File: config.mk
export PLATFORM = sky130hd
export DESIGN_NAME = cv32e40x_clock_gate_ctrl
export DESIGN_NICKNAME = d
export VERILOG_FILES = /design/src/rtl/cv32e40x_pkg.sv /design/src/rtl/cv32e40x_clock_gate.sv /design/src/rtl/cv32e40x_clock_gate_ch.sv /design/src/rtl/cv32e40x_clock_gate_ctrl.sv
export SDC_FILE = /design/constraint.sdc
export NUM_CORES = 1
export LEC_CHECK = 0
export ABC_AREA = 1
export BUFFER_PORTS_ARGS = -buffer_cell sky130_fd_sc_hd__buf_2
export CORE_MARGIN = 1.5
export CORE_UTILIZATION = 45
export CTS_CLUSTER_SIZE = 14
export DETAILED_ROUTE_END_ITERATION = 10
export PLACE_DENSITY = 0.78
export SLEW_MARGIN = 0
export SYNTH_ARGS = -nofsm -noshare
export SYNTH_HDL_FRONTEND = slang
export SYNTH_HIERARCHICAL = 1
export SYNTH_SLANG_ARGS = --single-unit
File: constraint.sdc
create_clock -name clk -period 1.7 [get_ports clk]
set_input_delay 0.17 -clock clk [delete_from_list [all_inputs] [get_ports clk]]
set_output_delay 0.17 -clock clk [all_outputs]
set_load 0.01 [all_outputs]
File: src/rtl/cv32e40x_pkg.sv
// Shared types and constants for the clock-gating controller.
// Latency: none (types and constants only).
// Backpressure: none.
package cv32e40x_pkg;

    // Per-channel clock-gating state
    typedef enum logic [1:0] {
        CG_RUN   = 2'd0,
        CG_IDLE  = 2'd1,
        CG_GATED = 2'd2,
        CG_WAKE  = 2'd3
    } cg_state_e;

    // Width of each per-channel gated-cycle statistics counter
    localparam int unsigned CG_STAT_W = 32;

endpackage

File: src/rtl/cv32e40x_clock_gate.sv
// Glitch-free clock gate cell: the enable is latched while clk_i is low, then ANDed with clk_i.
// Latency: an enable change takes effect on the next rising edge of clk_i.
// Backpressure: none; scan_cg_en_i forces the clock on regardless of en_i.
module cv32e40x_clock_gate (
    input  logic clk_i,
    input  logic en_i,
    input  logic scan_cg_en_i,
    output logic clk_o
);

    logic r_en_latch;

    // Enable latch: transparent only in the low phase so clk_o cannot glitch
    always_latch begin
        if (!clk_i) begin
            r_en_latch <= en_i | scan_cg_en_i;
        end
    end

    assign clk_o = clk_i & r_en_latch;

endmodule

File: src/rtl/cv32e40x_clock_gate_ch.sv
// Single gated channel: idle hysteresis FSM, wake settle counter, optional gated-cycle statistics.
// Latency: gates HOLDOFF+1 cycles after idle begins; ready returns WAKE_CYCLES cycles after a wake.
// Backpressure: none; busy/wake are levels. Stats enabled by macro CV32E40X_CLK_GATE_STATS_EN.
module cv32e40x_clock_gate_ch
    import cv32e40x_pkg::*;
#(
    parameter int unsigned HOLDOFF     = 8,
    parameter int unsigned WAKE_CYCLES = 2,
    parameter int unsigned CNT_W       = 8
) (
    input  logic                 clk,
    input  logic                 rst_n,
    input  logic                 scan_cg_en_i,
    input  logic                 gate_allow_i,
    input  logic                 busy_i,
    input  logic                 wake_req_i,
    output logic                 clk_o,
    output logic                 ready_o,
    output logic                 gated_o,
    output logic [CG_STAT_W-1:0] gated_cycles_o
);

    localparam logic [CNT_W-1:0] LP_HOLD_LAST = CNT_W'(HOLDOFF - 1);
    localparam logic [CNT_W-1:0] LP_WAKE_LAST = CNT_W'(WAKE_CYCLES - 1);

    cg_state_e        r_state;
    cg_state_e        w_state_nxt;
    logic [CNT_W-1:0] r_cnt;
    logic [CNT_W-1:0] w_cnt_nxt;
    logic             r_en;

    // Next-state and counter logic; the counter is cleared on every state change so it never wraps
    always_comb begin
        w_state_nxt = r_state;
        w_cnt_nxt   = r_cnt;
        unique case (r_state)
            CG_RUN: begin
                if (!busy_i && !wake_req_i && gate_allow_i) begin
                    w_state_nxt = CG_IDLE;
                    w_cnt_nxt   = '0;
                end
            end
            CG_IDLE: begin
                if (busy_i || wake_req_i || !gate_allow_i) begin
                    w_state_nxt = CG_RUN;
                    w_cnt_nxt   = '0;
                end else if (r_cnt == LP_HOLD_LAST) begin
                    w_state_nxt = CG_GATED;
                    w_cnt_nxt   = '0;
                end else begin
                    w_cnt_nxt = r_cnt + CNT_W'(1);
                end
            end
            CG_GATED: begin
                // gate_allow_i deliberately ignored: only real work or a request wakes the channel
                if (busy_i || wake_req_i) begin
                    w_state_nxt = CG_WAKE;
                    w_cnt_nxt   = '0;
                end
            end
            CG_WAKE: begin
                // Settling: inputs ignored so the channel cannot re-gate mid-wake
                if (r_cnt == LP_WAKE_LAST) begin
                    w_state_nxt = CG_RUN;
                    w_cnt_nxt   = '0;
                end else begin
                    w_cnt_nxt = r_cnt + CNT_W'(1);
                end
            end
            default: begin
                w_state_nxt = CG_RUN;
                w_cnt_nxt   = '0;
            end
        endcase
    end

    // State, counter and registered clock enable; reset forces the clock back on
    always_ff @(posedge clk or negedge rst_n) begin
        if (!rst_n) begin
            r_state <= CG_RUN;
            r_cnt   <= '0;
            r_en    <= 1'b1;
        end else begin
            r_state <= w_state_nxt;
            r_cnt   <= w_cnt_nxt;
            r_en    <= (w_state_nxt != CG_GATED);
        end
    end

    assign ready_o = (r_state == CG_RUN) || (r_state == CG_IDLE);
    assign gated_o = (r_state == CG_GATED);

    cv32e40x_clock_gate u_cg (
        .clk_i        (clk),
        .en_i         (r_en),
        .scan_cg_en_i (scan_cg_en_i),
        .clk_o        (clk_o)
    );

`ifdef CV32E40X_CLK_GATE_STATS_EN
    logic [CG_STAT_W-1:0] r_stat;

    // Saturating count of cycles spent gated; cleared only by reset
    always_ff @(posedge clk or negedge rst_n) begin
        if (!rst_n) begin
            r_stat <= '0;
        end else if (gated_o && (r_stat != {CG_STAT_W{1'b1}})) begin
            r_stat <= r_stat + CG_STAT_W'(1);
        end
    end

    assign gated_cycles_o = r_stat;
`else
    assign gated_cycles_o = '0;
`endif

endmodule

File: src/rtl/cv32e40x_clock_gate_ctrl.sv
// Multi-channel clock-gating controller: NUM_CH independent gated clocks with idle hysteresis and wake handshake.
// Latency: per channel, gate after HOLDOFF+1 idle cycles; ready WAKE_CYCLES cycles after a wake event.
// Backpressure: none; ready_o low tells the consumer its clock is not yet settled. Macro CV32E40X_CLK_GATE_STATS_EN adds counters.
module cv32e40x_clock_gate_ctrl
    import cv32e40x_pkg::*;
#(
    parameter int unsigned NUM_CH      = 4,
    parameter int unsigned HOLDOFF     = 8,
    parameter int unsigned WAKE_CYCLES = 2,
    parameter int unsigned CNT_W       = 8
) (
    input  logic                          clk,
    input  logic                          rst_n,
    input  logic                          scan_cg_en_i,
    input  logic                          gate_allow_i,
    input  logic [NUM_CH-1:0]             busy_i,
    input  logic [NUM_CH-1:0]             wake_req_i,
    output logic [NUM_CH-1:0]             clk_o,
    output logic [NUM_CH-1:0]             ready_o,
    output logic [NUM_CH-1:0]             gated_o,
    output logic [NUM_CH*CG_STAT_W-1:0]   gated_cycles_o
);

    // One identical, fully independent controller per channel
    for (genvar i = 0; i < NUM_CH; i++) begin : g_ch
        cv32e40x_clock_gate_ch #(
            .HOLDOFF     (HOLDOFF),
            .WAKE_CYCLES (WAKE_CYCLES),
            .CNT_W       (CNT_W)
        ) u_ch (
            .clk            (clk),
            .rst_n          (rst_n),
            .scan_cg_en_i   (scan_cg_en_i),
            .gate_allow_i   (gate_allow_i),
            .busy_i         (busy_i[i]),
            .wake_req_i     (wake_req_i[i]),
            .clk_o          (clk_o[i]),
            .ready_o        (ready_o[i]),
            .gated_o        (gated_o[i]),
            .gated_cycles_o (gated_cycles_o[i*CG_STAT_W +: CG_STAT_W])
        );
    end

endmodule
==> summary.md, run 1 <==
| Metric | Value |
|---|---|
| Die Y | around 100 um |
| IR drop worst, VDD | 437 uV |
| Nets | 625 |
| Crit path largest cell delay | 0.40 ns |
| IO Port Bufs | 23 |
| Syn. warnings | 6 |
| Crit Path Class | latch to output port |
| Final setup fails | 8 |
| Final hold viol count | 0 |
| Crit-path max FO | 1 |
| FF/Latch Area | 1170 sq um |
| Mapped Cells | 572 |
| Critical Path End Type | output port |
| Grt met2 use | 27.3% |
| Largest net degree at the start of global routing | 25 |
| Initial antenna violation count | 0 |
| Detail Route Antenna Nets | 0 |
| Flop pwr share | 34.3% |
| DP Cell Count | 701 |
| Multi-input logic area | 2100 sq um |
| Critical Path RT | 1.53 ns |
| Crit path buf inv count | 2 |
| Critical path's slowest cell | dlxtn_1 |
| Post-route setup slack | -0.359 ns |
| Layout fillers | 878 |
| Outcome | finished, violations left |
| TNS Setup | -1.37 ns |
| Worst-path clk slew | 0.09 ns |
| Met3 Use GR | 4.94% |
| Pwr Total | 4.44 mW |
| Lkg Pwr | 2.33 nW |
| Finished Layout Cells | just over 700 |
| Dpl hpwl | 5580 um |
| NetSw | around 1.9 mW |
| Slew Viols, Final | 0 |
| Drt initial violations | 100 |
| Biggest area consumer among synthesized cells | dfrtp_1 |
| Synthesized area | 4050 sq um |
| Die width | 97.9 um |
| # DRC | 0 |
| Max Cap Violations | 0 |
| GR Layer Usage met1 | 17.2% |
| DR vias | 3,232 |
| GP Congestion | 0.924 |
| Diode count | 0 |
| Clk_lat worst skew | just over 0.4 ns |
| Sw Ratio | 42.5% |
| GRT Max-Usage Layer | met2 |
| Yosys top cell area share | 24.7% |
| Vias in the first global route | 2,887 |
| CTS tree | yes |
| Starting Density | 46.5% |
| Pwr dens | 1100 nW/um^2 |
| HP Class | primary input to latch |
| CP cell instances | nand2_1 -> inv_1 -> buf_2 |
| Clock power share | 32.8% |
| Pint | 2.55 mW |
| Unrepaired setup endpoints after global routing | true |
| Ranking of synthesized cells by area | dfrtp_1 (25%), buf_4 (24%), nand2_1 (11%), inv_1 (7.4%), nand3_1 (6.9%) |
| Skew final | 0.00918 ns |
| Core area | ~8700 sq um |
| CP startpoint kind | latch |
| Share of cells above drive strength 1 | 15.5% |
| Synth cell types | 21 |
| First-pass GRT wire length | 12,200 um |
| Largest delay contributor family on the critical path | latches |
| #FFs+latches synth | 48 |
| Tightest Pin Transition | 0.511 ns |
| Num rows | 34 |
| GR Util All Layers | 15.5% |
| Area Growth Syn to Fin | -0.617% |
| DP Area | between 3000 and 4000 sq um |
| Total I/O pin count | 152 |
| Combinational share of power | 32.9% |
| Die area | ~9600 sq um |
| Failing checks | setup timing |
| Post-Syn Area per Cell | approximately 7.1 sq um |
| Grt ovf | 0 |
| DRT Pass-1 Iters | 4 |
| Post-route cell area | roughly 4000 sq um |
| Worst Path Arrival | ~1.9 ns |
| Vias per cell | about 4.5 |
| Slew headroom | 65.9% |
| Final wirelength | approximately 7200 um |
| Wire per inst | 10.1 um |
[stage by stage]
stage	hold slack (ns)	utilization [%]	setup WS, ns
floorplan	-0.126	-	0.192
global route	0.0785	46.2	-0.424
finish	0.0769	46.2	-0.359
detailed placement	0.173	44.0	0.111
CTS	0.0667	46.0	-0.401
global placement	0.158	44.0	0.126
[layer usage]
layer  wire (um)  part of all wire, %
met5           0                    0
met4         103                  1.4
met3         497                  6.9
met2        3680                   51
met1        2970                   41
[worst min-delay path: cells and delay by family]
family | cells | cell delay, ns
buf+inv | 2 | 0.18
simple gates | 1 | 0.04
[Yosys cell counts, drive strengths merged]
| cell type | instances |
|---|---|
| nand3 | 60 |
| buf | 128 |
| nand3b | 4 |
| nand4 | 20 |
| dlxtn | 4 |
| inv | 80 |
| nor2 | 48 |
| ha | 8 |
| o21bai | 8 |
| dfstp | 4 |
| dfrtp | 40 |
| o21ai | 20 |
| nand2 | 140 |
| conb | 4 |
| o211ai | 4 |
[registers in the layout, summed over array words and instances, names as in the netlist]
name                       count
g_ch.u_ch/r_en                 4
g_ch.u_ch/r_cnt               32
g_ch.u_ch/r_state              8
g_ch.u_ch/u_cg/r_en_latch      4
[area by class of cell]
cell class,count,area share [%]
repair buffers,22,3.29
flip-flops and latches,48,29.0
multi-input cells,440,52.0
inverters,76,7.08
clock buffers,14,3.98
clock inverters,6,1.24
well taps,108,3.35
[power by group through the flow]
stage | Sequential (mW) | Clock (mW) | Combinational, mW
2_1_floorplan | 1.50 | 0.139 | 1.27
3_3_place_gp | 1.53 | 0.220 | 1.39
3_5_place_dp | 1.54 | 0.220 | 1.45
4_1_cts | 1.52 | 1.42 | 1.46
5_1_grt | 1.56 | 1.57 | 1.66
6_report | 1.52 | 1.45 | 1.46
[worst paths after layout]
check | cells after the start | from | slack (ns) | endpoint
hold reg to reg | 2 | g_ch[1].u_ch/r_cnt[5] | 0.53 | g_ch[1].u_ch/r_cnt[5]
min in group asynchronous | 2 | rst_n | 0.27 | g_ch[0].u_ch/r_cnt[2]
setup reg to reg | 2 | g_ch[3].u_ch/r_en | 0.25 | g_ch[3].u_ch/u_cg/r_en_latch
max in group asynchronous | 3 | rst_n | 0.84 | g_ch[1].u_ch/r_en
hold / removal | 3 | scan_cg_en_i | 0.08 | g_ch[0].u_ch/u_cg/r_en_latch
setup / recovery | 3 | g_ch[0].u_ch/u_cg/r_en_latch | -0.36 | clk_o[0]
[logic make-up after synthesis]
logic type               count (synthesis)  synth area share, %
flip-flops                              44                 27.3
buffers and inverters                  208                 31.1
other                                    4                0.370
adder cells (fa/ha/maj)                  8                 2.47
AND/OR/NAND/NOR                        272                 31.9
AO/OA/AOI/OAI                           32                 5.43
latches                                  4                 1.48
[placed cells by master, fill, tap and decap left out, drive strengths merged, types with 8 or more instances in the layout]
cell type and count:
nand2 140, buf 25, o21bai 8, conb 128, nand3 60, nor2 48, nand4 20, clkbuf 10
o21ai 20, ha 8, inv 80, dfrtp 40
[timing repair]
item / in CTS / in global routing
hold endpoints to repair: 17 / 0
gates cloned: 0 / 0
hold buffers: 1 / 0
pin swaps: 1 / 1
setup endpoints to repair: 8 / 8
buffers inserted: 0 / 0
gates resized for setup: 2 / 6
(Power assumes the default switching activity.)
==> run 2, diff against run 1 <==
- BUFFER_PORTS_ARGS: -buffer_cell sky130_fd_sc_hd__buf_2 -> -buffer_cell sky130_fd_sc_hd__clkbuf_2
- CELL_PAD_IN_SITES_DETAIL_PLACEMENT: default -> 0
- CELL_PAD_IN_SITES_GLOBAL_PLACEMENT: default -> 2
- CORE_UTILIZATION: 45 -> 26
- PLACE_DENSITY: 0.78 -> 0.84
==> summary.md, run 2 (synthesis gave the netlist of run 1 again) <==
| Metric | Value |
|---|---|
| Initial antenna violation count | 0 |
| Critical Path End Type | output port |
| Final setup fails | 8 |
| Share of cells above drive strength 1 | 15.3% |
| Clk_lat worst skew | 0.40 ns |
| Reg-to-reg critical path startpoint | g_ch[3].u_ch/r_cnt[0] |
| Dpl hpwl | around 5700 um |
| IO Port Bufs | 23 |
| Hold WS | about 0.14 ns |
| Skew final | 0.00412 ns |
| R2R setup slack | 0.27 ns |
| Outcome | finished, violations left |
| Nets | roughly 630 |
| Core area | 15,200 sq um |
| Commonest non-fill, non-tap cell in the layout | conb_1 |
| Post-route setup slack | -0.372 ns |
| Final hold viol count | 0 |
| # DRC | 0 |
| HP Class | primary input to latch |
| Vias per cell | around 4.0 |
| Starting Density | 26.7% |
| Critical Path RT | 1.53 ns |
| Slew Viols, Final | 0 |
| Max Cap Violations | 0 |
| Worst Path Arrival | ~1.9 ns |
| Wire per inst | 9.72 um |
| Total I/O pin count | 152 |
| Largest delay contributor family on the critical path | latches |
| Crit-path max FO | 1 |
| CTS tree | yes |
| Crit Path Class | latch to output port |
| Vias in the first global route | 2,803 |
| DRT Pass-1 Iters | 4 |
| Unrepaired setup endpoints after global routing | true |
| GP Congestion | between 0.7 and 0.8 |
| Crit path largest cell delay | around 0.4 ns |
| Diode count | 0 |
| Leading registers by flop count | g_ch.u_ch/r_cnt x32, g_ch.u_ch/r_state x8 |
| Die width | 128 um |
| Commonest cells after routing, fill and taps aside | conb_1 (128), nand2_1 (118), inv_1 (79) |
| Worst hold endpoint | g_ch[3].u_ch/u_cg/r_en_latch |
| Hold path start | scan_cg_en_i |
| Final wirelength | 7740 um |
| Pwr Total | 4.84 mW |
| RR Endpoint | g_ch[3].u_ch/r_cnt[6] |
| Worst-path clk slew | 0.07 ns |
| First-pass GRT wire length | 12,600 um |
| Max FFs per register | 32 |
| CP startpoint kind | latch |
| GR Util All Layers | 9.66% |
| Lkg Pwr | 2.38 nW |
| Worst R2R Path Depth | 8 |
| CP cell instances | nand2_2 -> inv_1 -> buf_2 |
| DR vias | 3,168 |
| Die area | 16,300 sq um |
| Largest net degree at the start of global routing | 45 |
| Failing checks | setup timing |
| Critical path depth | 3 |
| IR drop worst, VDD | roughly 450 uV |
| Pwr dens | ~1100 nW/um^2 |
| Num rows | 45 |
| Detail Route Antenna Nets | 0 |
| Critical path's slowest cell | dlxtn_2 |
| Die Y | 128 um |
| Biggest register | g_ch.u_ch/r_cnt |
| Worst hold path depth | 3 |
| Crit path buf inv count | 2 |
| Area Growth Syn to Fin | 3.89% |
| Fin util | 27.7% |
| Grt ovf | 0 |
| TNS Setup | -1.42 ns |
| Drt initial violations | 170 |
## run 2: cell count changes in the layout (fill, tap and decap cells not counted)
cell and delta:
buf_2 -18, buf_4 +2, buf_6 -1, bufinv_16 -1, clkbuf_1 +1, clkbuf_16 +9, clkbuf_2 +19, clkbuf_8 -9
clkinv_1 +1, clkinv_2 -1, inv_1 +1, inv_2 -1
## run 2: layout make-up
class | instances | area (sq um)
clock inverters | 5 | 18.8
flip-flops and latches | 48 | 1170
well taps | 188 | 235
repair buffers | 24 | 148
multi-input cells | 440 | 2100
fillers | 1733 | 11000
clock buffers | 15 | 259
inverters | 76 | 285
## run 2: per-stage QoR
stage                     setup WS [ns]  cell area (sq um)  cells
final                            -0.372               4210    796
after global routing             -0.414               4210    796
after CTS                        -0.410               4200    796
after detailed placement          0.110               3950    783
after global placement            0.114               3950    783
after floorplan                   0.192               4520    696
## run 2: power by group
group	leakage (nW)	internal, mW	switching (mW)	total [mW]
registers	0.627	1.33	0.184	1.52
clock network	0.169	1.09	0.703	1.79
logic	1.58	0.440	1.08	1.52
total	2.38	2.87	1.97	4.84
## run 2: how the worst max path moves through the flow
stage / start / endpoint / slack, ns
4_1_cts: g_ch[1].u_ch/u_cg/r_en_latch / clk_o[1] / -0.41
2_1_floorplan: g_ch[0].u_ch/u_cg/r_en_latch / clk_o[0] / 0.19
3_3_place_gp: g_ch[0].u_ch/u_cg/r_en_latch / clk_o[0] / 0.11
5_1_grt: g_ch[2].u_ch/u_cg/r_en_latch / clk_o[2] / -0.41
6_report: g_ch[1].u_ch/u_cg/r_en_latch / clk_o[1] / -0.37
3_5_place_dp: g_ch[1].u_ch/u_cg/r_en_latch / clk_o[1] / 0.11
## run 2: per-layer routing
metal  GRT usage (%)  vias up  part of all wire (%)
li1                -     1608                     -
met1            12.7     1416                    49
met2            14.2      136                    41
met3            3.67        8                   7.9
met4            4.03        0                   1.4
met5               0        -                     0
## run 2: repair_timing
item | CTS | global route
endpoints found under the hold margin | 40 | 0
hold buffers | 1 | 0
resized for setup | 2 | 8
endpoints found under the setup margin | 8 | 8
setup buffers | 0 | 0
pin swaps | 0 | 0
gates cloned | 0 | 0
## run 2: worst register-to-register path: stages, from the launching register on
cell and delay (ns):
dfrtp_1 0.46, ha_1 0.23, nand2_2 0.08, nor2_2 0.14, nand3_2 0.10, nand2_2 0.09, nand2_2 0.09, nand2_1 0.07
o21ai_1 0.06
